File: config.mk
export PLATFORM = sky130hd
export DESIGN_NAME = relobi_mux
export DESIGN_NICKNAME = d
export VERILOG_FILES = /design/src/rtl/relobi_mux.sv
export SDC_FILE = /design/constraint.sdc
export NUM_CORES = 1
export LEC_CHECK = 0
export BUFFER_PORTS_ARGS = -buffer_cell sky130_fd_sc_hd__buf_2
export CAP_MARGIN = 20
export CORE_AREA = 5 5 133 135
export DETAILED_ROUTE_END_ITERATION = 6
export DIE_AREA = 0 0 138 140
export SYNTH_ARGS = -nofsm -noshare
export SYNTH_HDL_FRONTEND = slang
export SYNTH_SLANG_ARGS = --single-unit
File: constraint.sdc
create_clock -name clk_i -period 3.5 [get_ports clk_i]
set_input_delay 0.35 -clock clk_i [delete_from_list [all_inputs] [get_ports clk_i]]
set_output_delay 0.35 -clock clk_i [all_outputs]
set_load 0.02 [all_outputs]
File: src/rtl/relobi_mux.sv
// ---------------------------------------------------------------------------
// relobi_mux
//
// Shares one reliable-OBI (relobi) manager port between NumSbrPorts
// subordinate ports. Requests are arbitrated round-robin. Up to NumMaxTrans
// granted transactions are tracked in a small FIFO of port indices, so each
// in-order response is steered back to the port that issued it.
//
// The handshake signals req/gnt/rvalid/rready are carried as 3-bit replicas.
// Every piece of control state is held three times. Each replica computes
// its own next state from its own replica bits. The three next-state values
// are majority-voted, and all three registers load the voted value. A single
// upset replica is therefore repaired at the next clock edge.
//
// Optional feature macro: RELOBI_MUX_FAULT_REPORT_EN
//   defined   : fault_o is the OR of the state-voter disagreement flags.
//               It is combinational and rises in the same cycle as the
//               disagreement.
//   undefined : fault_o is tied to 0 and no disagreement flags are built.
//
// Ports
//   clk_i            in   clock
//   rst_i            in   synchronous, active-high reset
//   sbr_ports_req_i  in   NumSbrPorts x obi_req_t, requests from requesters
//   sbr_ports_rsp_o  out  NumSbrPorts x obi_rsp_t, responses to requesters
//   mgr_port_req_o   out  obi_req_t, shared manager request
//   mgr_port_rsp_i   in   obi_rsp_t, shared manager response
//   fault_o          out  voter disagreement seen this cycle
// ---------------------------------------------------------------------------

package obi_pkg;

  typedef struct packed {
    bit          UseRReady;
    bit          Integrity;
    int unsigned AddrWidth;
    int unsigned DataWidth;
  } obi_cfg_t;

  localparam obi_cfg_t ObiDefaultConfig = '{
    UseRReady: 1'b1,
    Integrity: 1'b0,
    AddrWidth: 32,
    DataWidth: 32
  };

  typedef struct packed {
    logic [31:0] addr;
    logic        we;
    logic [3:0]  be;
    logic [31:0] wdata;
  } relobi_a_t;

  typedef struct packed {
    logic [31:0] rdata;
    logic        err;
  } relobi_r_t;

  typedef struct packed {
    relobi_a_t  a;
    logic [2:0] req;
    logic [2:0] rready;
  } relobi_req_t;

  typedef struct packed {
    relobi_r_t  r;
    logic [2:0] gnt;
    logic [2:0] rvalid;
  } relobi_rsp_t;

endpackage

module relobi_mux #(
  parameter obi_pkg::obi_cfg_t ObiCfg      = obi_pkg::ObiDefaultConfig,
  parameter type               obi_req_t   = obi_pkg::relobi_req_t,
  parameter type               obi_rsp_t   = obi_pkg::relobi_rsp_t,
  parameter int unsigned       NumSbrPorts = 2,
  parameter int unsigned       NumMaxTrans = 4
) (
  input  logic     clk_i,
  input  logic     rst_i,
  input  obi_req_t sbr_ports_req_i [NumSbrPorts],
  output obi_rsp_t sbr_ports_rsp_o [NumSbrPorts],
  output obi_req_t mgr_port_req_o,
  input  obi_rsp_t mgr_port_rsp_i,
  output logic     fault_o
);

  if (ObiCfg.Integrity) begin : gen_integrity_unsupported
    $fatal(1, "relobi_mux: ObiCfg.Integrity=1 is not supported");
  end
  if (NumSbrPorts < 2) begin : gen_too_few_ports
    $fatal(1, "relobi_mux: NumSbrPorts must be at least 2");
  end
  if (NumMaxTrans < 1) begin : gen_no_capacity
    $fatal(1, "relobi_mux: NumMaxTrans must be at least 1");
  end

  localparam int unsigned SelW = (NumSbrPorts > 1) ? $clog2(NumSbrPorts) : 1;
  localparam int unsigned IdxW = (NumMaxTrans > 1) ? $clog2(NumMaxTrans) : 1;
  localparam int unsigned CntW = IdxW + 1;

  localparam logic [SelW-1:0] SelLast  = SelW'(NumSbrPorts - 1);
  localparam logic [IdxW-1:0] PtrLast  = IdxW'(NumMaxTrans - 1);
  localparam logic [CntW-1:0] CntFull  = CntW'(NumMaxTrans);
  localparam logic [SelW:0]   NumPorts = (SelW + 1)'(NumSbrPorts);

  typedef logic [SelW-1:0]                  sel_t;
  typedef logic [IdxW-1:0]                  ptr_t;
  typedef logic [CntW-1:0]                  cnt_t;
  typedef logic [NumMaxTrans-1:0][SelW-1:0] fifo_t;

  // Replicated state: index [r] selects replica r.
  sel_t  [2:0] rr_q,   rr_d;
  logic  [2:0] lock_q, lock_d;
  sel_t  [2:0] lsel_q, lsel_d;
  cnt_t  [2:0] cnt_q,  cnt_d;
  ptr_t  [2:0] wptr_q, wptr_d;
  ptr_t  [2:0] rptr_q, rptr_d;
  fifo_t [2:0] fifo_q, fifo_d;

  // Voted next state, loaded into all three replicas.
  sel_t  rr_v;
  logic  lock_v;
  sel_t  lsel_v;
  cnt_t  cnt_v;
  ptr_t  wptr_v;
  ptr_t  rptr_v;
  fifo_t fifo_v;

  // Per-replica combinational decisions.
  sel_t [2:0] sel;
  sel_t [2:0] head;
  logic [2:0] blocked;
  logic [2:0] mreq;
  logic [2:0] hs;
  logic [2:0] rvld;
  logic [2:0] pop;
  logic [2:0] mgr_rready;
  sel_t       sel_v;

  // ---- Arbitration, handshake and response routing, one per replica ----
  always_comb begin
    logic           found;
    logic [SelW:0]  cand;
    for (int r = 0; r < 3; r++) begin
      found      = 1'b0;
      cand       = '0;
      blocked[r] = (cnt_q[r] == CntFull);
      sel[r]     = rr_q[r];
      if (lock_q[r]) begin
        // A request that was issued but not granted must stay on the same
        // port until it is accepted.
        sel[r] = lsel_q[r];
      end else begin
        for (int off = 0; off < int'(NumSbrPorts); off++) begin
          cand = {1'b0, rr_q[r]} + (SelW + 1)'(off);
          if (cand >= NumPorts) begin
            cand = cand - NumPorts;
          end
          if (!found && sbr_ports_req_i[cand[SelW-1:0]].req[r]) begin
            sel[r] = cand[SelW-1:0];
            found  = 1'b1;
          end
        end
      end
      mreq[r] = !blocked[r] && sbr_ports_req_i[sel[r]].req[r];
      hs[r]   = mreq[r] && mgr_port_rsp_i.gnt[r];
      head[r] = fifo_q[r][rptr_q[r]];
      // A response with nothing outstanding is a protocol error; drop it.
      rvld[r] = mgr_port_rsp_i.rvalid[r] && (cnt_q[r] != '0);
    end
  end

  if (ObiCfg.UseRReady) begin : gen_rready
    always_comb begin
      for (int r = 0; r < 3; r++) begin
        mgr_rready[r] = sbr_ports_req_i[head[r]].rready[r];
      end
    end
    assign pop = rvld & mgr_rready;
  end else begin : gen_no_rready
    assign mgr_rready = 3'b111;
    assign pop        = rvld;
  end

  // ---- Per-replica next state ----
  always_comb begin
    for (int r = 0; r < 3; r++) begin
      rr_d[r]   = rr_q[r];
      lock_d[r] = lock_q[r];
      lsel_d[r] = lsel_q[r];
      cnt_d[r]  = cnt_q[r];
      wptr_d[r] = wptr_q[r];
      rptr_d[r] = rptr_q[r];
      fifo_d[r] = fifo_q[r];

      if (mreq[r] && !mgr_port_rsp_i.gnt[r]) begin
        lock_d[r] = 1'b1;
        lsel_d[r] = sel[r];
      end

      if (hs[r]) begin
        lock_d[r]            = 1'b0;
        fifo_d[r][wptr_q[r]] = sel[r];
        wptr_d[r]            = (wptr_q[r] == PtrLast) ? '0 : wptr_q[r] + IdxW'(1);
        rr_d[r]              = (sel[r] == SelLast) ? '0 : sel[r] + SelW'(1);
      end

      if (pop[r]) begin
        rptr_d[r] = (rptr_q[r] == PtrLast) ? '0 : rptr_q[r] + IdxW'(1);
      end

      // Simultaneous push and pop leaves the count unchanged.
      unique case ({hs[r], pop[r]})
        2'b10:   cnt_d[r] = cnt_q[r] + CntW'(1);
        2'b01:   cnt_d[r] = cnt_q[r] - CntW'(1);
        default: cnt_d[r] = cnt_q[r];
      endcase
    end
  end

  // ---- Bitwise majority voters ----
  always_comb begin
    rr_v   = (rr_d[0]   & rr_d[1])   | (rr_d[0]   & rr_d[2])   | (rr_d[1]   & rr_d[2]);
    lock_v = (lock_d[0] & lock_d[1]) | (lock_d[0] & lock_d[2]) | (lock_d[1] & lock_d[2]);
    lsel_v = (lsel_d[0] & lsel_d[1]) | (lsel_d[0] & lsel_d[2]) | (lsel_d[1] & lsel_d[2]);
    cnt_v  = (cnt_d[0]  & cnt_d[1])  | (cnt_d[0]  & cnt_d[2])  | (cnt_d[1]  & cnt_d[2]);
    wptr_v = (wptr_d[0] & wptr_d[1]) | (wptr_d[0] & wptr_d[2]) | (wptr_d[1] & wptr_d[2]);
    rptr_v = (rptr_d[0] & rptr_d[1]) | (rptr_d[0] & rptr_d[2]) | (rptr_d[1] & rptr_d[2]);
    fifo_v = (fifo_d[0] & fifo_d[1]) | (fifo_d[0] & fifo_d[2]) | (fifo_d[1] & fifo_d[2]);
    // The address/data payload follows the majority view of the selection.
    sel_v  = (sel[0] & sel[1]) | (sel[0] & sel[2]) | (sel[1] & sel[2]);
  end

`ifdef RELOBI_MUX_FAULT_REPORT_EN
  logic [6:0] vote_err;

  always_comb begin
    vote_err[0] = (rr_d[0]   != rr_d[1])   || (rr_d[1]   != rr_d[2]);
    vote_err[1] = (lock_d[0] != lock_d[1]) || (lock_d[1] != lock_d[2]);
    vote_err[2] = (lsel_d[0] != lsel_d[1]) || (lsel_d[1] != lsel_d[2]);
    vote_err[3] = (cnt_d[0]  != cnt_d[1])  || (cnt_d[1]  != cnt_d[2]);
    vote_err[4] = (wptr_d[0] != wptr_d[1]) || (wptr_d[1] != wptr_d[2]);
    vote_err[5] = (rptr_d[0] != rptr_d[1]) || (rptr_d[1] != rptr_d[2]);
    vote_err[6] = (fifo_d[0] != fifo_d[1]) || (fifo_d[1] != fifo_d[2]);
  end

  assign fault_o = |vote_err;
`else
  assign fault_o = 1'b0;
`endif

  // ---- State registers: every replica reloads the voted value ----
  always_ff @(posedge clk_i) begin
    // Port indices in the FIFO and the locked port are only meaningful
    // under cnt/lock, so they need no reset.
    lsel_q <= {3{lsel_v}};
    fifo_q <= {3{fifo_v}};
    if (rst_i) begin
      rr_q   <= '0;
      lock_q <= '0;
      cnt_q  <= '0;
      wptr_q <= '0;
      rptr_q <= '0;
    end else begin
      rr_q   <= {3{rr_v}};
      lock_q <= {3{lock_v}};
      cnt_q  <= {3{cnt_v}};
      wptr_q <= {3{wptr_v}};
      rptr_q <= {3{rptr_v}};
    end
  end

  // ---- Output muxing ----
  always_comb begin
    mgr_port_req_o        = sbr_ports_req_i[sel_v];
    mgr_port_req_o.req    = mreq;
    mgr_port_req_o.rready = mgr_rready;
    for (int k = 0; k < int'(NumSbrPorts); k++) begin
      // The read payload is broadcast; only the replica strobes are steered.
      sbr_ports_rsp_o[k] = mgr_port_rsp_i;
      for (int r = 0; r < 3; r++) begin
        sbr_ports_rsp_o[k].gnt[r]    = hs[r]   && (sel[r]  == SelW'(k));
        sbr_ports_rsp_o[k].rvalid[r] = rvld[r] && (head[r] == SelW'(k));
      end
    end
  end

endmodule

==> flow_summary.yaml <==
outcome:
  outcome: "complete, no violations"
power_and_ir_drop:
  vdd_drop_max_uv: 129
  p_seq_share_pct: 15.2
  p_sw_mw: 0.543
  power_leakage_nw: 2.00
  powerDensity_mw_per_mm2: 289
  combinationalPowerShare_pct: 66.2
  swShare_pct: 45.0
  p_int_mw: 0.663
  pwr-share-clk_pct: 18.7
routing:
  wl_met1_um: 5670
  routedWlPerCell_um: 19.3
  vias: 3352
  wl_met3_um: 1920
  drtPass1Iterations: 4
  wl_met2_um: 6710
  via_per_inst: 4.39
  wl_um: 14700
  drc: 0
  top_layer: "met5"
  ant_nets: 0
  dr.first_iter.drc_count: 195
yosys:
  synth_compound_area_share_pct: 19.9
  synth_top_family_by_area: "multiplexers"
  synthMuxAreaShare_pct: 30.1
  synth_xor_xnor_area_share_pct: 0
  synthSimpleGateAreaFrac_pct: 11.1
  synth-adder-area-share_pct: 7.73
  syn_area_mm2: 0.00316
  ys_types: 66
  ys_warn_count: 0
  ys_seq_elements: 14
  ys_async_sr_fraction_pct: 0
  synth_edf_count: 0
  seq_area_frac_synth_pct: 8.88
  avgSynthCellArea_um2: 8.40
  synth_ff_type: "dfxtp_1"
  netlist_instances: 376
  synth_nets: 583
timing:
  tns_ps: 0
  fin_skew_ps: 4.57
  drv_slew: 0
  setup_slack_ps: 372
  fmax_mhz: 320
  hold_violations: 0
  worstMarginPinSlew_ps: 725
  rsz0062_at_grt: "no"
  period_minus_slack_ps: 3130
  slew_headroom_pct: 51.6
  hold_slack_ps: 416
  finalSetupViolations: 0
  min_period_over_period_pct: 89.4
cts:
  cts.hold.buffers_added: 0
  insertion_delay_ps: 250
  cts_root_buf: "clkbuf_16"
  cts_setup_buffers: 0
  clock_path_buffers: 2
  cts_htree_levels: 1
  cts_sinks: 14
  cts_inserted_buffers: 3
  cts.clk_slew.worst_paths_ps: 50
  cts_resized: 0
  cts_tree: "done"
worst_hold_path:
  min_path_type: "in -> reg"
  worstHoldPathCells: 3
cells_and_area:
  antenna_cells: 0
  stdcell_count: 764
  drive_gt1_share_pct: 62.3
  syn_to_final_growth_pct: 32.4
  layout_common_cells: "244 x buf_2, 60 x mux2_2, 29 x nor2_1, 21 x inv_1, 20 x a21oi_1"
  final_common_cell: "buf_2"
  nets: 753
critical_path:
  arrival_ps: 2780
  r2r_cells: 10
  crit_path_top_delay_cell: "dfxtp_1"
  crit_required_ps: 3150
  worstSetupEndpointType: "output pin"
  critPathLaunchType: "flip-flop"
  critPathTopFamily: "flip-flops"
  slowest_delay_ps: 530
  path_cells: "and2_1 -> a21oi_2 -> o32ai_4 -> buf_12 -> mux2_2 -> buf_2"
  critPathKind: "reg -> out"
  critical_path_buf_inv_count: 2
  crit_path_max_fanout: 69
  cp.depth: 6
place:
  routabilityCongestion: 0.838
  dp.cells: 761
  port_buffers: 244
  dp_hpwl_um: 12900
  pre_cts_slack_ps: 639
run:
  maxCapViolCount: 0
floorplan:
  die_height_um: 140
  io_pins: 345
  core_mm2: 0.0163
  die_area_mm2: 0.0193
  row_count: 47
  die_w_um: 138
  start_util_pct: 19.3
global_routing:
  grt_antenna_before_repair: 5
  grt_overflow: 0
  grt.total_usage_pct: 13.7
  grt_pass1_vias: 3283
  grt_max_degree: 70
  grt_pass1_wl_um: 20800
## stage by stage
| stage | utilization, % | area, um^2 | power (mW) |
|---|---|---|---|
| floorplan | - | 3160 | 0.819 |
| global placement | 25.1 | 4100 | 0.984 |
| detailed placement | 25.1 | 4100 | 0.987 |
| CTS | 25.6 | 4180 | 1.22 |
| global route | 25.6 | 4180 | 1.28 |
| finish | 25.6 | 4180 | 1.21 |
## metal layers
| layer | up-vias | track usage [%] |
|---|---|---|
| li1 | 1625 | - |
| met1 | 1532 | 15.4 |
| met2 | 140 | 22.0 |
| met3 | 47 | 8.18 |
| met4 | 8 | 3.90 |
| met5 | - | 0 |
## path summary, 6_finish.rpt
path	startpoint	end	slack, ps
hold reg to reg	wptr_q[4]	wptr_q[4]	510
setup reg to reg	rptr_q[4]	cnt_q[8]	720
setup / recovery	lsel_q[2]	mgr_port_req_o[6]	370
hold / removal	mgr_port_rsp_i[4]	lock_q[0]	420
## state kept, by name (all words and copies together) (netlist names)
| register | count |
|---|---|
| fifo_q | 4 |
| cnt_q | 3 |
| rptr_q | 2 |
| wptr_q | 2 |
| lock_q | 1 |
| lsel_q | 1 |
| rr_q | 1 |
## cells in the mapped netlist (2+ instances only)
cell      number  area share [%]
a31oi_1        3            0.59
nor3_1         6            0.95
mux2_2        60              21
maj3_2         3             1.1
clkbuf_1       2            0.24
a22oi_1        3            0.71
nor2b_1        3            0.59
a221oi_1       2            0.55
mux2_4        10             4.8
nand2b_1       3            0.59
nor2_1        29             3.4
o32ai_1        3            0.83
o21ai_0        9             1.4
ha_1          16             6.3
or3_1          2            0.40
buf_4         68              16
mux2i_1        9             2.9
and3_1         3            0.59
a21o_1         3            0.71
a211oi_1       7             1.7
nand2_1       19             2.3
nor4_1         2            0.40
dfxtp_1       14             8.9
a211o_1        2            0.55
a211oi_2       3             1.2
inv_1         21             2.5
o31ai_1        3            0.71
a21oi_1       20             3.2
a221o_1        2            0.63
buf_6          3             1.1
buf_2          8             1.3
## power by group through the flow
stage                     combinational, mW  sequential, mW  clock (mW)
final                                 0.798           0.183       0.225
after global routing                  0.857           0.184       0.237
after CTS                             0.805           0.182       0.228
after detailed placement              0.801           0.186           0
after global placement                0.798           0.186           0
after floorplan                       0.639           0.179           0
## area by class of cell
cell class | instances | area [um^2]
clock buffer | 3 | 75.1
inverter | 24 | 105
fill | 1827 | 12200
multi-input combinational | 256 | 2190
sequential | 14 | 280
timing repair buffer | 247 | 1260
tap | 220 | 275
## kinds of logic (layout without fill, tap and decap cells)
group,after synthesis,in the layout
compound gates,80,80
buf+inv,106,274
flops,14,14
simple gates,74,74
other cells,1,1
mux,81,81
fa+ha+maj,20,20
## worst min-delay path, cell delays in order
cell and delay [ps]:
buf_2 100, a211o_1 120, a21oi_1 50
Note: power is estimated with default switching activity, not from simulation.
